**src/rtl/serial_adder_ctrl.sv**
```systemverilog
// Bit-serial unsigned adder with an IDLE/RUN/DONE controller.
// One sum bit per enabled cycle, LSB first. The result is published only on the completion edge.
module serial_adder_ctrl #(
    parameter int WIDTH = 8
) (
    input  logic             clk,
    input  logic             rst_n,
    input  logic             ena,
    input  logic             start,
    input  logic [WIDTH-1:0] op_a,
    input  logic [WIDTH-1:0] op_b,
    output logic             busy,
    output logic             done,
    output logic [WIDTH-1:0] sum,
    output logic             cout
);

    localparam int CW = (WIDTH > 1) ? $clog2(WIDTH) : 1;
    localparam logic [CW-1:0] LAST_BIT = CW'(WIDTH - 1);

    typedef enum logic [1:0] {
        S_IDLE = 2'd0,
        S_RUN  = 2'd1,
        S_DONE = 2'd2
    } state_t;

    // Full adder built from two half-add stages; returns {carry_out, sum_bit}.
    function automatic logic [1:0] full_add(input logic a, input logic b, input logic c);
        logic s1;
        logic c1;
        s1 = a ^ b;
        c1 = a & b;
        return {c1 | (s1 & c), s1 ^ c};
    endfunction

    state_t           r_state;
    logic [WIDTH-1:0] r_a;
    logic [WIDTH-1:0] r_b;
    logic [WIDTH-1:0] r_acc;
    logic             r_carry;
    logic [CW-1:0]    r_cnt;
    logic [WIDTH-1:0] r_sum;
    logic             r_cout;
    logic             r_busy;
    logic             r_done;

    logic [1:0]       w_fa;
    logic [WIDTH-1:0] w_acc_next;

    assign w_fa = full_add(r_a[0], r_b[0], r_carry);

    // New bit enters at the MSB so that after WIDTH shifts the first bit sits at bit 0.
    generate
        if (WIDTH > 1) begin : g_shift
            assign w_acc_next = {w_fa[0], r_acc[WIDTH-1:1]};
        end else begin : g_single
            assign w_acc_next = w_fa[0];
        end
    endgenerate

    // Controller, serial datapath and registered outputs.
    always_ff @(posedge clk or negedge rst_n) begin
        if (!rst_n) begin
            r_state <= S_IDLE;
            r_a     <= {WIDTH{1'b0}};
            r_b     <= {WIDTH{1'b0}};
            r_acc   <= {WIDTH{1'b0}};
            r_carry <= 1'b0;
            r_cnt   <= {CW{1'b0}};
            r_sum   <= {WIDTH{1'b0}};
            r_cout  <= 1'b0;
            r_busy  <= 1'b0;
            r_done  <= 1'b0;
        end else if (ena) begin
            case (r_state)
                S_IDLE: begin
                    if (start) begin
                        r_a     <= op_a;
                        r_b     <= op_b;
                        r_acc   <= {WIDTH{1'b0}};
                        r_carry <= 1'b0;
                        r_cnt   <= {CW{1'b0}};
                        r_state <= S_RUN;
                        r_busy  <= 1'b1;
                    end else begin
                        r_state <= S_IDLE;
                    end
                end
                S_RUN: begin
                    r_acc   <= w_acc_next;
                    r_a     <= r_a >> 1;
                    r_b     <= r_b >> 1;
                    r_carry <= w_fa[1];
                    r_cnt   <= r_cnt + CW'(1);
                    if (r_cnt == LAST_BIT) begin
                        r_sum   <= w_acc_next;
                        r_cout  <= w_fa[1];
                        r_state <= S_DONE;
                        r_busy  <= 1'b0;
                        r_done  <= 1'b1;
                    end else begin
                        r_state <= S_RUN;
                    end
                end
                S_DONE: begin
                    r_state <= S_IDLE;
                    r_done  <= 1'b0;
                end
                default: begin
                    r_state <= S_IDLE;
                    r_busy  <= 1'b0;
                    r_done  <= 1'b0;
                end
            endcase
        end
    end

    assign busy = r_busy;
    assign done = r_done;
    assign sum  = r_sum;
    assign cout = r_cout;

endmodule

```
**config.mk**
```make
export PLATFORM = sky130hd
export DESIGN_NAME = serial_adder_ctrl
export DESIGN_NICKNAME = d
export VERILOG_FILES = /design/src/rtl/serial_adder_ctrl.sv
export SDC_FILE = /design/constraint.sdc
export NUM_CORES = 1
export LEC_CHECK = 0
export CAP_MARGIN = 20
export CORE_ASPECT_RATIO = 1.4
export CORE_MARGIN = 2
export CORE_UTILIZATION = 58
export CTS_BUF_LIST = sky130_fd_sc_hd__clkbuf_2
export DETAILED_ROUTE_END_ITERATION = 8
export GPL_TIMING_DRIVEN = 0
export PLACE_DENSITY = 0.87
export SKIP_LAST_GASP = 1
export SYNTH_ARGS = -nofsm -noshare
export SYNTH_HDL_FRONTEND = slang
export SYNTH_SLANG_ARGS = --single-unit
export TNS_END_PERCENT = 5
```
**constraint.sdc**
```tcl
create_clock -name clk -period 3.2 [get_ports clk]
set_input_delay 0.32 -clock clk [delete_from_list [all_inputs] [get_ports clk]]
set_output_delay 0.32 -clock clk [all_outputs]
set_load 0.05 [all_outputs]
```
======== Word-level counts from Yosys, hierarchy flattened ========
Index checks and enable logic that the tools add are counted.
word-level totals
  logic and storage cells ................. 47
  output and inout bits ................... 11
  register bits after elaboration ......... 41
  input port bits ......................... 20
operators by class
  muxes and demuxes ....................... 18
  reductions and logical operators ........ 6
  bitwise logic cells ..................... 7
  equal/unequal tests ..................... 5
  add/sub/neg operators ................... 1
operators with widths
  operator                                       number
  case mux 8 bit (2 select lines)                3
  two-way mux 8 bit                              3
  AND reduction 3 bit                            3
  case mux 3 bit (2 select lines)                1
  two-way mux 1 bit                              5
  inequality test 2 bit, second input constant   2
  case mux 1 bit (2 select lines)                2
  case mux 2 bit (2 select lines)                1
  AND reduction 4 bit                            1
  adder 3 x 1 -> 3 bit, second input constant    1
  == test 3 bit, second input constant           1
  two-way mux 3 bit                              1
  case mux 1 bit (3 select lines)                1
  AND 1 bit                                      2
  == test 2 x 1 -> 1 bit, second input constant  1
  == test 2 bit, second input constant           1
  logical NOT 2 bit                              1
  two-way mux 2 bit                              1
  NOT 1 bit                                      2
  nonzero test 2 bit                             1
  bitwise XOR 1 bit                              2
  OR 1 bit                                       1

======== Logic depth before layout (Yosys ltp) ========
Gate-level depths: netlist of run 1.
  word-level depth ........................ 4
  mapped depth ............................ 6
  depth with buffers taken out ............ 5

======== Worst setup path before layout of run 1 ========
Ideal clock, no wire load.
  path kind ............................... register to register
  from .................................... register r_state[1]
  to ...................................... register r_carry
  data required time ...................... 3.079 ns
  period minus slack after synthesis ...... 1.391 ns
  data arrival time ....................... 1.270 ns
  path buffers ............................ 2
  cell stages (with the launch flop) ...... 6
  setup slack ............................. 1.809 ns
  setup time .............................. 0.121 ns
  path through ............................ dfrtp_1 -> nand2b_4 -> or2_1 -> buf_6 -> buf_6 -> a22o_1
between the ends
  cells in the longest elaborated chain, start to end .. 3
  elaborated cells on any way between the ends .. 6
  classes of those cells .................. eq/ne (2); mux (1); reduce/logical (3)
ends and longest elaborated chain
  element                                                                       line  source
  from (decl)                                                                   36    state_t r_state;
  from (signal assigned)                                                        64    r_state <= S_IDLE;
  from (signal assigned)                                                        83    r_state <= S_RUN;
  from (signal assigned)                                                        86    r_state <= S_IDLE;
  == test 2 x 1 -> 1 bit / logical NOT 2 bit (equally long branches)            75    case (r_state)
  nonzero test 2 bit (no line) / inequality test 2 bit (equally long branches)  n/a
  AND reduction 3 bit (no line)                                                 n/a
  to (signal assigned)                                                          93    r_carry <= w_fa[1];
  to (decl)                                                                     40    logic r_carry;
Parallel ways exist; a longest one is shown, timed or not.
A chain may end at the register's enable or synchronous reset.

======== Worst setup path after layout of run 1 ========
  from .................................... register r_busy (netlist: busy)
  to ...................................... output busy
RTL lines
  element                 line  source
  from (decl)             44    logic r_busy;
  from (signal assigned)  72    r_busy <= 1'b0;
  from (signal assigned)  84    r_busy <= 1'b1;
  from (signal assigned)  99    r_busy <= 1'b0;
  to (decl)               12    output logic busy,
No word-level cell between the ends.

==> flow_metrics.tcl, run 1 <==
set metrics [dict create \
    rr_startpoint "r_cnt[1]" \
    crit_required_ns 2.88 \
    fill_cells 199 \
    seqCellArea_um2 1001 \
    tns_ns 0 \
    grt_util_all_layers_pct 23.51 \
    final_cell_mix "dfrtp_1, o21ai_0, clkdlybuf4s50_1, mux2i_1" \
    pwr-share-clk_pct 11.0 \
    syn_nets 161 \
    synth_top_family_by_area "compound AO/OA/AOI/OAI gates" \
    synth_cells 138 \
    vias 1207 \
    start_util_pct 60.47 \
    setup_viol 0 \
    slew_headroom_pct 42.65 \
    synth-async-reset-ratio_pct 100.0 \
    fin_crit_ns 1.923 \
    clk_pin_slew_ns 0.18 \
    post_drt_wl_per_cell_um 15.95 \
    synth-main-ff-cell "dfrtp_1" \
    die_w_um 50.07 \
    grt_start_max_net_pins 41 \
    fin_util_pct 73.34 \
    max_stage_delay_ns 0.83 \
    cts_setup_buffers 0 \
    leakage_uw 0.0009987 \
    ir_worst_vdd_mv 0.5654 \
    core_um2 2849 \
    min_period_over_period_pct 60.11 \
    p_seq_share_pct 45.2 \
    cp.depth 1 \
    grt_overflow 0 \
    synthAdderAreaFrac_pct 2.614 \
    detailedRoute.firstPassIterationCount 4 \
    multi_input_area_um2 651.9 \
    synthMuxAreaShare_pct 14.67 \
    drc 0 \
    post-dp-hpwl_mm 2.428 \
    cts_buffers 5 \
    vias_per_cell 5.720 \
    ys_seq_elements 40 \
    synth.yosys.seq_area_share_pct 58.10 \
    crit_start "busy" \
    die_height_um 68.49 \
    mostFrequentLayoutCell "dfrtp_1" \
    p_sw_uw 738.1 \
    clk_latency_ns 0.40 \
    p_per_area_nw_per_um2 883.0 \
    gp_congestion 0.7925 \
    switching_share_pct 40.00 \
    detail-route-antenna-nets 0 \
    status "completed" \
    synth.distinct_cells 23 \
    area_delta_synth_final_pct 21.28 \
    hold_viol_final 0 \
    io_pins 31 \
    yosys_warnings 0 \
    synth_xor_area_share_pct 0 \
    layout-drive-gt1-share_pct 14.94 \
    synth_area_um2 1723 \
    place.port_buffers 29 \
    grt_first_pass_wirelength_mm 5.851 \
    antenna_found_initial 0 \
    diodes 0 \
    synth_compound_area_share_pct 16.49 \
    synthSimpleGateAreaFrac_pct 4.067 \
    tightest_slew_ns 0.8602 \
    endpoint_kind "output port" \
    cts.sinks 40 \
    cts_tree "built" \
    syn_area_per_cell_um2 12.48 \
    ff2ff_path_depth 4 \
    fmax_mhz 519.9 \
    skew_ns 0.01392 \
    critPathKind "register to output port" \
    cts_root_buf "clkbuf_2" \
    comb_power_share_pct 43.9 \
    dr.first_iter.drc_count 18 \
    crit_family "buffers and inverters" \
    cts_max_level 2 \
    dieArea_um2 3429 \
    cpMaxStageDelayCell "clkdlybuf4s50_1" \
    num_rows 23 \
    crit_buf_inv 1 \
    max_cap_violations 0 \
    crit_chain "clkdlybuf4s50_1" \
    rsz0062_at_grt "false" \
    holdCritPathClass "input pin to asynchronous set/reset pin" \
    routed_wl_mm 3.365 \
    cts-hold-fix-buffers 0 \
    synth_edf_count 0 \
    ctsResizeCount 0 \
    critPathLaunchType "register" \
    power.internal_uw 1107 \
    critPathMaxFanout 2 \
    clk_path_buf_depth 2 \
    crit_arrival_ns 1.60 \
    slew_viol_final 0 \
    grt_pass1_vias 1267 \
    fin_nets 197 \
]
[state kept, by name (all words and copies together) (netlist names)]
signal and count:
r_b 8, r_a 8, done 1, sum 8, cout 1, r_state 2
busy 1, r_cnt 3, r_acc 7, r_carry 1
[area by class of cell]
type                            instances  share of cell area (%)
Clock buffer                            6                   1.437
Tap cell                               37                   2.216
Multi-Input combinational cell         87                   31.20
Sequential cell                        40                   47.90
Buffer                                  9                   2.994
Clock inverter                          1                  0.2395
Timing Repair Buffer                   29                   13.65
Inverter                                2                  0.3593
[power groups by stage]
stage               Clock, uW  Combinational, uW  Sequential, uW
floorplan                   0                379            1000
global placement            0                780             828
detailed placement          0                811             845
CTS                       212                816             835
global route              228                882             862
finish                    203                809             833
[through the flow]
| stage | hold WS, ns | std cells | instance area (um2) | setup WS [ns] | total power [uW] |
|---|---|---|---|---|---|
| floorplan | 0.02441 | 138 | 1723 | 1.809 | 1381 |
| global placement | 0.4909 | 204 | 2059 | 0.9322 | 1608 |
| detailed placement | 0.4754 | 204 | 2054 | 1.390 | 1656 |
| CTS | 0.01346 | 211 | 2090 | 1.235 | 1863 |
| global route | 0.05824 | 211 | 2090 | 1.187 | 1973 |
| finish | 0.007328 | 211 | 2090 | 1.277 | 1845 |
[logic make-up after synthesis]
kind of cell             count (synthesis)
adder cells (fa/ha/maj)                  3
multiplexers                            24
AND/OR/NAND/NOR                         11
buffers and inverters                   11
AO/OA/AOI/OAI                           49
flip-flops                              40
[metal layers]
layer | global-route usage [%] | wire, um
met3 | 7.112 | 127
met1 | 25.85 | 1382
met4 | 8.681 | 55
met2 | 42.76 | 1800
met5 | 0 | 0
[final timing paths]
path,end,slack [ns]
worst max register to register,sum[1],1.64
worst max-delay path,busy,1.28
worst min register to register,sum[0],0.53
worst min-delay path,r_b[4],0.007
min in group clk,done,0.17
max in group asynchronous,r_acc[3],2.66
[synth_stat cells, drive strengths merged (2+ instances only)]
cell	number	area [um2]
clkbuf	2	7.510
nand2	4	17.52
buf	7	55.05
a22o	10	87.58
ha	2	25.02
and3b	2	17.52
o21ai	37	185.2
nor2	2	7.510
inv	2	7.510
mux2i	14	140.1
mux2	10	112.6
dfrtp	40	1001
No activity file was read; power rests on OpenSTA's default activity.
==> inputs of run 2 (changes only) <==
--- a/config.mk
+++ b/config.mk
@@ -8,11 +8,11 @@
 export CAP_MARGIN = 20
 export CORE_ASPECT_RATIO = 1.4
 export CORE_MARGIN = 2
-export CORE_UTILIZATION = 58
+export CORE_UTILIZATION = 54
 export CTS_BUF_LIST = sky130_fd_sc_hd__clkbuf_2
 export DETAILED_ROUTE_END_ITERATION = 8
 export GPL_TIMING_DRIVEN = 0
-export PLACE_DENSITY = 0.87
+export PLACE_DENSITY = 0.82
 export SKIP_LAST_GASP = 1
 export SYNTH_ARGS = -nofsm -noshare
 export SYNTH_HDL_FRONTEND = slang
==> constraint.sdc (replaced) <==
create_clock -name clk -period 2 [get_ports clk]
set_input_delay 0.2 -clock clk [delete_from_list [all_inputs] [get_ports clk]]
set_output_delay 0.2 -clock clk [all_outputs]
set_load 0.05 [all_outputs]
==> run 2 against run 1 <==
  * Sequential share of layout area down 0.057 points
  * Clock power is 47% higher
  * Total power up 58%
  * Combinational power rose by 59%
  * Sequential cell count unchanged
  * Routed wire length decreased by 0.15%
==> flow_metrics.tcl, run 2 (same netlist as run 1, synthesis figures left out) <==
set metrics [dict create \
    core_um2 3093 \
    slew_headroom_pct 42.37 \
    grt_overflow 0 \
    grt_first_pass_wirelength_mm 5.733 \
    hold-path-endpoint "done" \
    r2r-end "sum[7]" \
    cpMaxStageDelayCell "clkdlybuf4s50_1" \
    post-dp-hpwl_mm 2.397 \
    tightest_slew_ns 0.8645 \
    layout-drive-gt1-share_pct 13.87 \
    rsz0062_at_grt "false" \
    switching_share_pct 39.71 \
    pwr-share-clk_pct 10.2 \
    dpl_cell_area_um2 2057 \
    ir_worst_vdd_mv 0.7950 \
    rr_startpoint "r_cnt[0]" \
    cts_tree "built" \
    routed_wl_mm 3.360 \
    post_drt_wl_per_cell_um 15.85 \
    hold_depth 2 \
    critPathMaxFanout 2 \
    fin_util_pct 67.64 \
    die_height_um 70.84 \
    power.internal_uw 1754 \
    cts.sinks 40 \
    r2r_slack_ns 0.45 \
    num_rows 24 \
    setup_viol 0 \
    clk_pin_slew_ns 0.17 \
    vias_per_cell 5.585 \
    crit_family "buffers and inverters" \
    antenna_found_initial 0 \
    detailedRoute.firstPassIterationCount 4 \
    critPathKind "register to output port" \
    place.port_buffers 29 \
    mostFrequentLayoutCell "dfrtp_1" \
    tns_ns 0 \
    min_from "ena" \
    slew_viol_final 0 \
    drc 0 \
    fmax_mhz 564.1 \
    ff2ff_path_depth 4 \
    die_w_um 51.74 \
    area_delta_synth_final_pct 21.42 \
    gp_congestion 0.7230 \
    clk_path_buf_depth 2 \
    fin_crit_ns 1.773 \
    max_stage_delay_ns 0.80 \
    p_per_area_nw_per_um2 1391 \
    crit_buf_inv 1 \
    critPathLaunchType "register" \
    cts_root_buf "clkbuf_2" \
    cts_buffers 5 \
    vias 1184 \
    dieArea_um2 3665 \
    fill_cells 243 \
    cts_max_level 2 \
    p_seq_share_pct 45.6 \
    comb_power_share_pct 44.2 \
    skew_ns 0.01534 \
    grt_pass1_vias 1286 \
    holdCritPathClass "input pin to register" \
    hold_viol_final 0 \
    status "completed" \
    leakage_uw 0.0009948 \
    diodes 0 \
    final_cell_mix "dfrtp_1, o21ai_0, clkdlybuf4s50_1, mux2i_1" \
    grt_start_max_net_pins 41 \
    crit_arrival_ns 1.57 \
    cts_setup_buffers 0 \
    crit_required_ns 1.80 \
    max_cap_violations 0 \
    fin_area_um2 2092 \
    detail-route-antenna-nets 0 \
    crit_chain "clkdlybuf4s50_1" \
    p_sw_uw 1155 \
    clk_latency_ns 0.39 \
    min_period_over_period_pct 88.64 \
    io_pins 31 \
    dr.first_iter.drc_count 30 \
    endpoint_kind "output port" \
    grt_util_all_layers_pct 21.38 \
    fin_nets 198 \
    start_util_pct 55.70 \
]
## run 2: changes by cell type in the layout (fill, tap and decap cells not counted)
cell / change
clkinv_2: -1
clkbuf_2: -1
dlygate4sd3_1: +1
## run 2: per-stage QoR
| stage | setup WS [ns] | hold slack [ns] | cells | total power, uW |
|---|---|---|---|---|
| after floorplan | 0.6092 | -0.09559 | 138 | 2210 |
| after global placement | -0.1561 | 0.4644 | 206 | 2575 |
| after detailed placement | 0.3027 | 0.3698 | 206 | 2640 |
| after CTS | 0.2056 | 0.03353 | 212 | 2945 |
| after global routing | 0.1428 | 0.02982 | 212 | 3107 |
| final | 0.2271 | 0.04964 | 212 | 2909 |
## run 2: area by class of cell
cell class | instances | area, um2 | share of cell area (%)
flip-flops and latches | 40 | 1001 | 47.85
multi-input cells | 87 | 651.9 | 31.16
repair buffers | 30 | 295.3 | 14.11
plain buffers | 9 | 62.56 | 2.990
well taps | 39 | 48.80 | 2.333
clock buffers | 5 | 25.02 | 1.196
inverters | 2 | 7.507 | 0.3589
## run 2: repair_timing
action	in CTS	in global routing
hold buffers	1	0
gates resized for setup	0	0
endpoints found under the hold margin	40	0
## run 2: power groups by stage
stage          sequential [uW]  clock, uW  combinational (uW)
2_1_floorplan             1600          0                 607
3_3_place_gp              1330          0                1250
3_5_place_dp              1340          0                1300
4_1_cts                   1330        314                1300
5_1_grt                   1370        343                1390
6_report                  1330        298                1290
## run 2: layer usage
layer  share of wire [%]  wire (um)  global-route usage (%)
met5                   0          0                       0
met1                  42       1408                   25.69
met3                 4.7        158                   6.962
met2                  52       1743                   35.90
met4                 1.5         49                   7.018
## run 2: worst max path at each step
stage | startpoint | endpoint | slack (ns) | cells past startpoint
after floorplan | r_state[1] | r_carry | 0.61 | 5
after global placement | rst_n | sum[0] | -0.16 | 1
after detailed placement | start | r_cnt[2] | 0.30 | 6
after CTS | sum[2] | sum[2] | 0.21 | 1
after global routing | done | done | 0.14 | 1
final | sum[2] | sum[2] | 0.23 | 1
==> inputs of run 3 (changes only) <==
--- a/config.mk
+++ b/config.mk
@@ -5,7 +5,7 @@
 export SDC_FILE = /design/constraint.sdc
 export NUM_CORES = 1
 export LEC_CHECK = 0
-export CAP_MARGIN = 20
+export CAP_MARGIN = 0
 export CORE_ASPECT_RATIO = 1.4
 export CORE_MARGIN = 2
 export CORE_UTILIZATION = 54
==> results of run 3 <==
The final DEF is identical to that of run 2; final timing and power are the same.
